File: src/rtl/voice_allocator.sv
// voice_allocator: eight-voice MIDI note allocator with per-voice
// attack/sustain/release envelopes, velocity-scaled volume and Q22.10 pitch.
// Build option: define VOICE_STEAL_EN so that a note-on arriving while every
// voice is busy takes over the least recently allocated voice; without it
// such a note-on is accepted and dropped.

module voice_allocator #(
   parameter int          ENV_DIV      = 48000,
   parameter logic [15:0] ATTACK_STEP  = 16'd2048,
   parameter logic [15:0] RELEASE_STEP = 16'd512
) (
   input  logic        clk,
   input  logic        reset_n,
   input  logic        ev_valid,
   output logic        ev_ready,
   input  logic        ev_note_on,
   input  logic [6:0]  ev_note,
   input  logic [6:0]  ev_velocity,
   output logic [31:0] frequencies   [8],
   output logic [31:0] voice_volumes [8],
   output logic [7:0]  voice_active
);

   localparam int                 PRESC_W    = $clog2(ENV_DIV);
   localparam logic [PRESC_W-1:0] PRESC_LAST = PRESC_W'(ENV_DIV - 1);
   localparam logic [31:0]        RESET_FREQ = 32'd450560;

   typedef enum logic [1:0] {E_IDLE, E_SEARCH, E_APPLY} ev_state_t;
   typedef enum logic [1:0] {V_IDLE, V_ATTACK, V_SUSTAIN, V_RELEASE} voice_state_t;

   ev_state_t          ev_state;
   logic               ev_on_q;
   logic [6:0]         ev_note_q;
   logic [6:0]         ev_vel_q;
   logic               is_on_q;
   logic [31:0]        freq_q;

   voice_state_t       v_state [8];
   logic [15:0]        v_level [8];
   logic [6:0]         v_vel   [8];
   logic [6:0]         v_note  [8];
   logic [31:0]        v_freq  [8];
   logic [2:0]         v_rank  [8];

   logic [PRESC_W-1:0] presc;
   logic               tick;

   logic               found_hit;
   logic [2:0]         hit_idx;
   logic               found_idle;
   logic [2:0]         idle_idx;
`ifdef VOICE_STEAL_EN
   logic [2:0]         steal_idx;
`endif
   logic [7:0]         apply_mask;
   logic               rank_touch;
   logic               clear_level;
   logic [2:0]         target;
   logic [16:0]        att_sum  [8];
   logic [31:0]        vol_full [8];

   // Q22.10 pitch of MIDI notes 0..11; higher octaves are left shifts of these
   function automatic logic [31:0] base_freq(input logic [3:0] k);
      case (k)
         4'd0:    base_freq = 32'd8372;
         4'd1:    base_freq = 32'd8870;
         4'd2:    base_freq = 32'd9397;
         4'd3:    base_freq = 32'd9956;
         4'd4:    base_freq = 32'd10548;
         4'd5:    base_freq = 32'd11175;
         4'd6:    base_freq = 32'd11840;
         4'd7:    base_freq = 32'd12544;
         4'd8:    base_freq = 32'd13290;
         4'd9:    base_freq = 32'd14080;
         4'd10:   base_freq = 32'd14917;
         default: base_freq = 32'd15804;
      endcase
   endfunction

   assign tick = (presc == PRESC_LAST);

   // Envelope prescaler: free-running count that wraps every ENV_DIV clocks
   always_ff @(posedge clk or negedge reset_n) begin
      if (!reset_n) begin
         presc <= '0;
      end else if (tick) begin
         presc <= '0;
      end else begin
         presc <= presc + 1'b1;
      end
   end

   // Event FSM: capture on acceptance, normalise and look up pitch, then apply
   always_ff @(posedge clk or negedge reset_n) begin
      if (!reset_n) begin
         ev_state  <= E_IDLE;
         ev_ready  <= 1'b0;
         ev_on_q   <= 1'b0;
         ev_note_q <= '0;
         ev_vel_q  <= '0;
         is_on_q   <= 1'b0;
         freq_q    <= RESET_FREQ;
      end else begin
         case (ev_state)
            E_IDLE: begin
               ev_ready <= 1'b1;
               if (ev_valid && ev_ready) begin
                  ev_on_q   <= ev_note_on;
                  ev_note_q <= ev_note;
                  ev_vel_q  <= ev_velocity;
                  ev_ready  <= 1'b0;
                  ev_state  <= E_SEARCH;
               end
            end
            E_SEARCH: begin
               is_on_q  <= ev_on_q && (ev_vel_q != 7'd0);
               freq_q   <= base_freq(4'(ev_note_q % 7'd12)) << (ev_note_q / 7'd12);
               ev_state <= E_APPLY;
            end
            E_APPLY: begin
               ev_ready <= 1'b1;
               ev_state <= E_IDLE;
            end
            default: begin
               ev_ready <= 1'b0;
               ev_state <= E_IDLE;
            end
         endcase
      end
   end

   // Decide which voices the pending event rewrites, using the current voice states
   always_comb begin
      found_hit   = 1'b0;
      hit_idx     = '0;
      found_idle  = 1'b0;
      idle_idx    = '0;
      apply_mask  = '0;
      rank_touch  = 1'b0;
      clear_level = 1'b0;
      target      = '0;
      for (int v = 7; v >= 0; v--) begin
         if (v_state[v] != V_IDLE && v_note[v] == ev_note_q) begin
            found_hit = 1'b1;
            hit_idx   = 3'(v);
         end
         if (v_state[v] == V_IDLE) begin
            found_idle = 1'b1;
            idle_idx   = 3'(v);
         end
      end
`ifdef VOICE_STEAL_EN
      steal_idx = '0;
      for (int v = 0; v < 8; v++) begin
         if (v_rank[v] == 3'd0) begin
            steal_idx = 3'(v);
         end
      end
`endif
      if (ev_state == E_APPLY) begin
         if (!is_on_q) begin
            for (int v = 0; v < 8; v++) begin
               apply_mask[v] = (v_state[v] == V_ATTACK || v_state[v] == V_SUSTAIN) &&
                               (v_note[v] == ev_note_q);
            end
         end else if (found_hit) begin
            target              = hit_idx;
            apply_mask[hit_idx] = 1'b1;
            rank_touch          = 1'b1;
         end else if (found_idle) begin
            target               = idle_idx;
            apply_mask[idle_idx] = 1'b1;
            rank_touch           = 1'b1;
            clear_level          = 1'b1;
         end
`ifdef VOICE_STEAL_EN
         else begin
            target                = steal_idx;
            apply_mask[steal_idx] = 1'b1;
            rank_touch            = 1'b1;
            clear_level           = 1'b1;
         end
`endif
      end
   end

   // Attack increment with a carry bit so saturation at full scale is easy to detect
   always_comb begin
      for (int v = 0; v < 8; v++) begin
         att_sum[v] = {1'b0, v_level[v]} + {1'b0, ATTACK_STEP};
      end
   end

   // Voice state: an event write takes priority over the envelope tick for that voice
   always_ff @(posedge clk or negedge reset_n) begin
      if (!reset_n) begin
         for (int v = 0; v < 8; v++) begin
            v_state[v] <= V_IDLE;
            v_level[v] <= '0;
            v_vel[v]   <= '0;
            v_note[v]  <= '0;
            v_freq[v]  <= RESET_FREQ;
            v_rank[v]  <= 3'(v);
         end
      end else begin
         for (int v = 0; v < 8; v++) begin
            if (apply_mask[v]) begin
               if (is_on_q) begin
                  v_state[v] <= V_ATTACK;
                  v_vel[v]   <= ev_vel_q;
                  v_note[v]  <= ev_note_q;
                  v_freq[v]  <= freq_q;
                  if (clear_level) begin
                     v_level[v] <= '0;
                  end
               end else begin
                  v_state[v] <= V_RELEASE;
               end
            end else if (tick) begin
               case (v_state[v])
                  V_ATTACK: begin
                     if (att_sum[v][16] || att_sum[v][15:0] == 16'hFFFF) begin
                        v_level[v] <= 16'hFFFF;
                        v_state[v] <= V_SUSTAIN;
                     end else begin
                        v_level[v] <= att_sum[v][15:0];
                     end
                  end
                  V_RELEASE: begin
                     if (v_level[v] <= RELEASE_STEP) begin
                        v_level[v] <= '0;
                        v_state[v] <= V_IDLE;
                     end else begin
                        v_level[v] <= v_level[v] - RELEASE_STEP;
                     end
                  end
                  default: begin
                  end
               endcase
            end
            if (rank_touch) begin
               if (3'(v) == target) begin
                  v_rank[v] <= 3'd7;
               end else if (v_rank[v] > v_rank[target]) begin
                  v_rank[v] <= v_rank[v] - 3'd1;
               end
            end
         end
      end
   end

   // Output view: volume is level scaled by velocity/128, active means not idle
   always_comb begin
      for (int v = 0; v < 8; v++) begin
         vol_full[v]      = 32'(v_level[v]) * 32'(v_vel[v]);
         voice_volumes[v] = vol_full[v] >> 7;
         frequencies[v]   = v_freq[v];
         voice_active[v]  = (v_state[v] != V_IDLE);
      end
   end

endmodule

File: config.mk
export PLATFORM = sky130hd
export DESIGN_NAME = voice_allocator
export DESIGN_NICKNAME = d
export VERILOG_FILES = /design/src/rtl/voice_allocator.sv
export SDC_FILE = /design/constraint.sdc
export NUM_CORES = 2
export LEC_CHECK = 0
export ABC_AREA = 1
export BUFFER_PORTS_ARGS = -buffer_cell sky130_fd_sc_hd__buf_2
export CORE_MARGIN = 3
export CORE_UTILIZATION = 35
export CTS_CLUSTER_DIAMETER = 30
export CTS_CLUSTER_SIZE = 10
export DETAILED_ROUTE_END_ITERATION = 12
export PLACE_DENSITY = 0.54
export SETUP_SLACK_MARGIN = 0.3
export SYNTH_ARGS = -nofsm -noshare
export SYNTH_HDL_FRONTEND = slang
export SYNTH_SLANG_ARGS = --single-unit
File: constraint.sdc
create_clock -name clk -period 8.8 [get_ports clk]
set_clock_uncertainty 0.05 [all_clocks]
set_input_delay 0.44 -clock clk [delete_from_list [all_inputs] [get_ports clk]]
set_output_delay 0.44 -clock clk [all_outputs]
set_load 0.02 [all_outputs]
== Word level (Yosys, flattened, before mapping) ==
Memories as Yosys holds them, arrays and structs flattened.
Index checks and enable logic that the tools add are counted.

* Output and inout port bits: 521
* Bits in read-only memories: 208
* Memories kept: 1
* Register bits after elaboration: 579

* Reduce and logical (&&, ||, !) cells: 95
* Add/subtract/negate cells: 17
* Divide/modulo/power cells: 2
* Shift operators: 1
* Multipliers: 8
* Equal/unequal tests: 76
* Multiplexer cells: 133
* Order comparisons: 12

{| class="wikitable"
|+ Memories
! memory !! depth !! width !! rd ports !! clocked after Yosys merged registers in !! wr ports !! RTL line !! text
|-
| (name not given) || 16 || 13 || 1 || 0 || 0 || 64 || <nowiki>case (k)</nowiki>
|}

{| class="wikitable"
|+ Operators with widths
! kind !! number
|-
| $mux W16 || 35
|-
| $pmux W16 S2 || 8
|-
| $mul A16 B7 Y23 || 8
|-
| $eq A16 B16 Y1 const B || 9
|-
| $add A16 B12 Y17 const B || 8
|-
| $le A16 B10 Y1 const B || 8
|-
| $sub A16 B10 Y16 const B || 8
|-
| $mux W2 || 34
|-
| $reduce_and A4 Y1 || 16
|-
| $eq A7 B7 Y1 || 8
|-
| $mux W3 || 16
|-
| $pmux W2 S2 || 9
|-
| $eq A2 B2 Y1 const B || 17
|-
| $mux W32 || 1
|-
| $mux W8 || 4
|-
| $reduce_bool A2 Y1 || 16
|-
| $shl A32 B7 Y32 || 1
|-
| $ne A3 B2 Y1 const B || 8
|-
| $ne A3 B3 Y1 const B || 8
|-
| $reduce_bool A3 Y1 || 8
|-
| $mux W1 || 23
|-
| $logic_and A1 B1 Y1 || 20
|-
| $eq A2 B1 Y1 const B || 9
|-
| $logic_not A2 Y1 || 9
|-
| 12 further kinds || 53
|}

== Depth between registers and ports, before layout ==
* Depth after elaboration: 19
* Gate-level depth with buffers: 23

== Least setup slack after synthesis ==
OpenSTA, ideal clock, no wires.

* Path type: reg2out
* Start point: reg v_vel[31] (netlist bit)
* End point: out voice_volumes[140] (netlist bit)
* Data required time: 8.310 ns
* Path slack: 3.337 ns
* Stages on the path, launching flop included: 21
* Arrival: 4.973 ns
* Path buffers: 1
* Path through: dfrtp_1 -> clkbuf_1 -> nand2_1 -> inv_1 -> fa_1 -> inv_1 -> fa_1 -> fa_1 -> inv_1 -> fa_1 -> ha_1 -> nand2_1 -> nor2_1 -> nand4_1 -> o211ai_1 -> a21o_1 -> a21boi_0 -> o21ai_0 -> nand3_1 -> nand2_1 -> xor2_1

{| class="wikitable"
|+ RTL lines
! element !! RTL line !! text
|-
| start: declaration || 40 || <nowiki>logic [6:0] v_vel [8];</nowiki>
|-
| start signal: indexed assignment || 210 || <nowiki>v_vel[v] <= ev_vel_q;</nowiki>
|-
| end: declaration || 20 || <nowiki>output logic [31:0] voice_volumes [8],</nowiki>
|}

==> qor.yml <==
synthToLayoutAreaGrowth_pct: 16.9
grt-ovfl-total: 0
drt-pass1-iter-count: 5
ioPinCount: 539
powerDensity_nw_per_um2: 308
finalHoldViolCount: 0
port-buffer-count: 386
async_flop_share_pct: 100
dpl_cell_area_um2: 47900
drc: 0
synth_top_flop_cell: "dfrtp_1"
cts.sinks: 488
min_path_type: "input port to flip-flop"
ant_nets: 0
clockBufferDepth: 3
min_period_over_period_pct: 74.8
status: "completed"
pre_cts_ws_ps: 2840
synth_most_common_cell: "nand2_1"
cts.clk_slew.worst_paths_ps: 40
synth_compound_area_share_pct: 10.5
ir_drop_uv: 216
synthXorXnorAreaFrac_pct: 4.03
area.sequential_um2: 12300
grt_max_degree: 122
p_leak_nw: 30.2
timing.fmax_mhz: 152
grt_usage_pct: 18.1
gp_congestion: 0.844
synthMuxAreaShare_pct: 0.0249
power.total_mw: 16.3
clk_latency_ps: 710
cts_resized: 0
num_vias: 36000
wirelength_mm: 120
dp.cells: 7382
multiInputGateArea_um2: 27900
grt_pass1_wl_mm: 195
period_needed_ps: 6590
seq_area_frac_synth_pct: 27.1
fin_tns_setup_ps: 0
die_h_um: 366
synth_top_family_by_area: "adder cells"
synth.distinct_cells: 55
postCtsSetupRepairBufs: 0
synth.cell_area_um2: 45300
synthTopCellsByCount: "1283 x nand2_1, 905 x inv_1, 443 x dfrtp_1, 424 x fa_1, 394 x o21ai_0"
synth_top_area_share_pct: 24.5
worst_pin_slew_ps: 1170
fillers: 13000
cts_buffers: 134
crit_required_ps: 8310
antenna_found_initial: 19
grt_busiest_layer: "met2"
die_x_um: 366
yosys_register_bits: 488
rows: 131
gr-usage-met1_pct: 23.2
initial_core_util_pct: 35.3
max_cap_viol_count: 0
synth_top_area_cell: "dfrtp_1"
drtIter0Drc: 1971
coreArea_um2: 128000
synth.avg_cell_area_um2: 8.26
grt_setup_unrepaired: "no"
clock-root-buffer: "clkbuf_16"
setup_viol: 0
crit_type: "flip-flop to primary output"
synth-adder-area-share_pct: 28.9
maxSlewHeadroom_pct: 21.7
fin_nets: 6612
hpwl_mm: 91.0
synthesis.instances: 5479
final_area_um2: 52900
cp-end-kind: "primary output"
ys_warn_count: 0
crit_path_max_fanout: 10
cts_htree_levels: 4
startpoint_type: "flip-flop"
wire_per_inst_um: 15.7
viasPerCell: 4.70
layout.cells.non_filler: 7653
grt_pass1_vias: 36300
cts_tree: "done"
yosys.area_share.simple_pct: 16.8
synth_edf_count: 0
met3_usage_pct: 4.92
drive_above_1_share_pct: 12.9
post_synth_main_area_contributors: "dfrtp_1 24%, fa_1 19%, nand2_1 11%, ha_1 10%, inv_1 7.5%"
grt_use_met2_pct: 30.4
cp.arrival_ps: 6100
worst_slack_ps: 2210
slew_viol_final: 0
die-area_um2: 134000
==> placed cells by master (no fill, tap or decap), types with 49 or more instances in the layout <==
master / instances
conb_1: 152
o21ai_0: 394
xnor2_1: 59
dfrtp_1: 443
o22ai_1: 49
nand3_1: 249
clkbuf_16: 136
fa_1: 424
o21ai_1: 69
buf_2: 385
nand2_1: 1281
inv_1: 905
a21oi_1: 201
ha_1: 365
nor2_1: 146
xor2_1: 149
==> kinds of logic after synthesis <==
kind of cell	after synthesis
xor+xnor	208
mux	1
fa+ha+maj	789
compound gates	861
flops	488
other cells	1
simple gates	1830
buf+inv	1301
==> what timing repair did <==
| item | in CTS | in global routing |
|---|---|---|
| hold buffers | 16 | 0 |
| hold endpoints to repair | 120 | 0 |
| endpoints found under the setup margin | 0 | 0 |
==> area by class of cell <==
cell class / instances / share of cell area, %
clock inverter: 74 / 2.20
inverter: 921 / 6.54
tap: 1729 / 4.09
timing repair buffer: 419 / 4.22
antenna: 10 / 0.0473
clock buffer: 171 / 6.97
multi-input combinational: 3841 / 52.7
sequential: 488 / 23.2
==> worst paths after layout <==
kind | start | to | slack [ps] | cells past startpoint
min reg2reg | presc[0] | presc[0] | 420 | 1
max reg2reg | ev_note_q[2] | frequencies[76] | 4480 | 19
max in group asynchronous | reset_n | frequencies[70] | 6420 | 4
min in group asynchronous | reset_n | frequencies[140] | 350 | 2
min | ev_valid | ev_ready | 170 | 4
max | v_level[119] | voice_volumes[237] | 2210 | 21
==> sequential cells by signal, summed over array words and instances (netlist names) <==
name / count
v_level: 64
freq_q: 29
ev_note_q: 7
v_state: 16
v_vel: 56
ev_vel_q: 7
presc: 16
frequencies: 232
ev_on_q: 1
ev_state: 2
is_on_q: 1
ev_ready: 1
v_note: 56
==> metal layers <==
layer,vias up,routed length [um],share of wire (%)
li1,17600,-,-
met1,17500,52800,44
met2,765,57700,48
met3,150,7890,6.5
met4,10,2050,1.7
met5,-,56,0.046
==> critical path, stage by stage (launching register included) <==
cell and delay [ps]:
dfrtp_1 480, nand2_1 110, inv_1 110, fa_1 600, inv_1 140, fa_1 520
inv_1 70, fa_1 560, fa_1 460, ha_1 370, nand2_1 70, nor2_1 130
nand2_1 70, o211ai_1 330, nand3_1 120, nand2_1 120, a31oi_1 140, o21ai_0 430
nand3_1 130, nand2_1 100, xor2_1 140, buf_2 180
==> metrics by stage <==
step           util, %  hold slack, ps
2_1_floorplan        -            94.4
3_3_place_gp      37.4             401
3_5_place_dp      37.4             413
4_1_cts           41.3             122
5_1_grt           41.3             165
6_report          41.3             170
==> where the power goes <==
| part | internal (mW) | switching (mW) |
|---|---|---|
| combinational | 2.35 | 4.90 |
| clock | 3.56 | 1.56 |
| sequential | 3.04 | 0.872 |
| total | 8.96 | 7.33 |
Note: power is estimated with default switching activity, not from simulation.
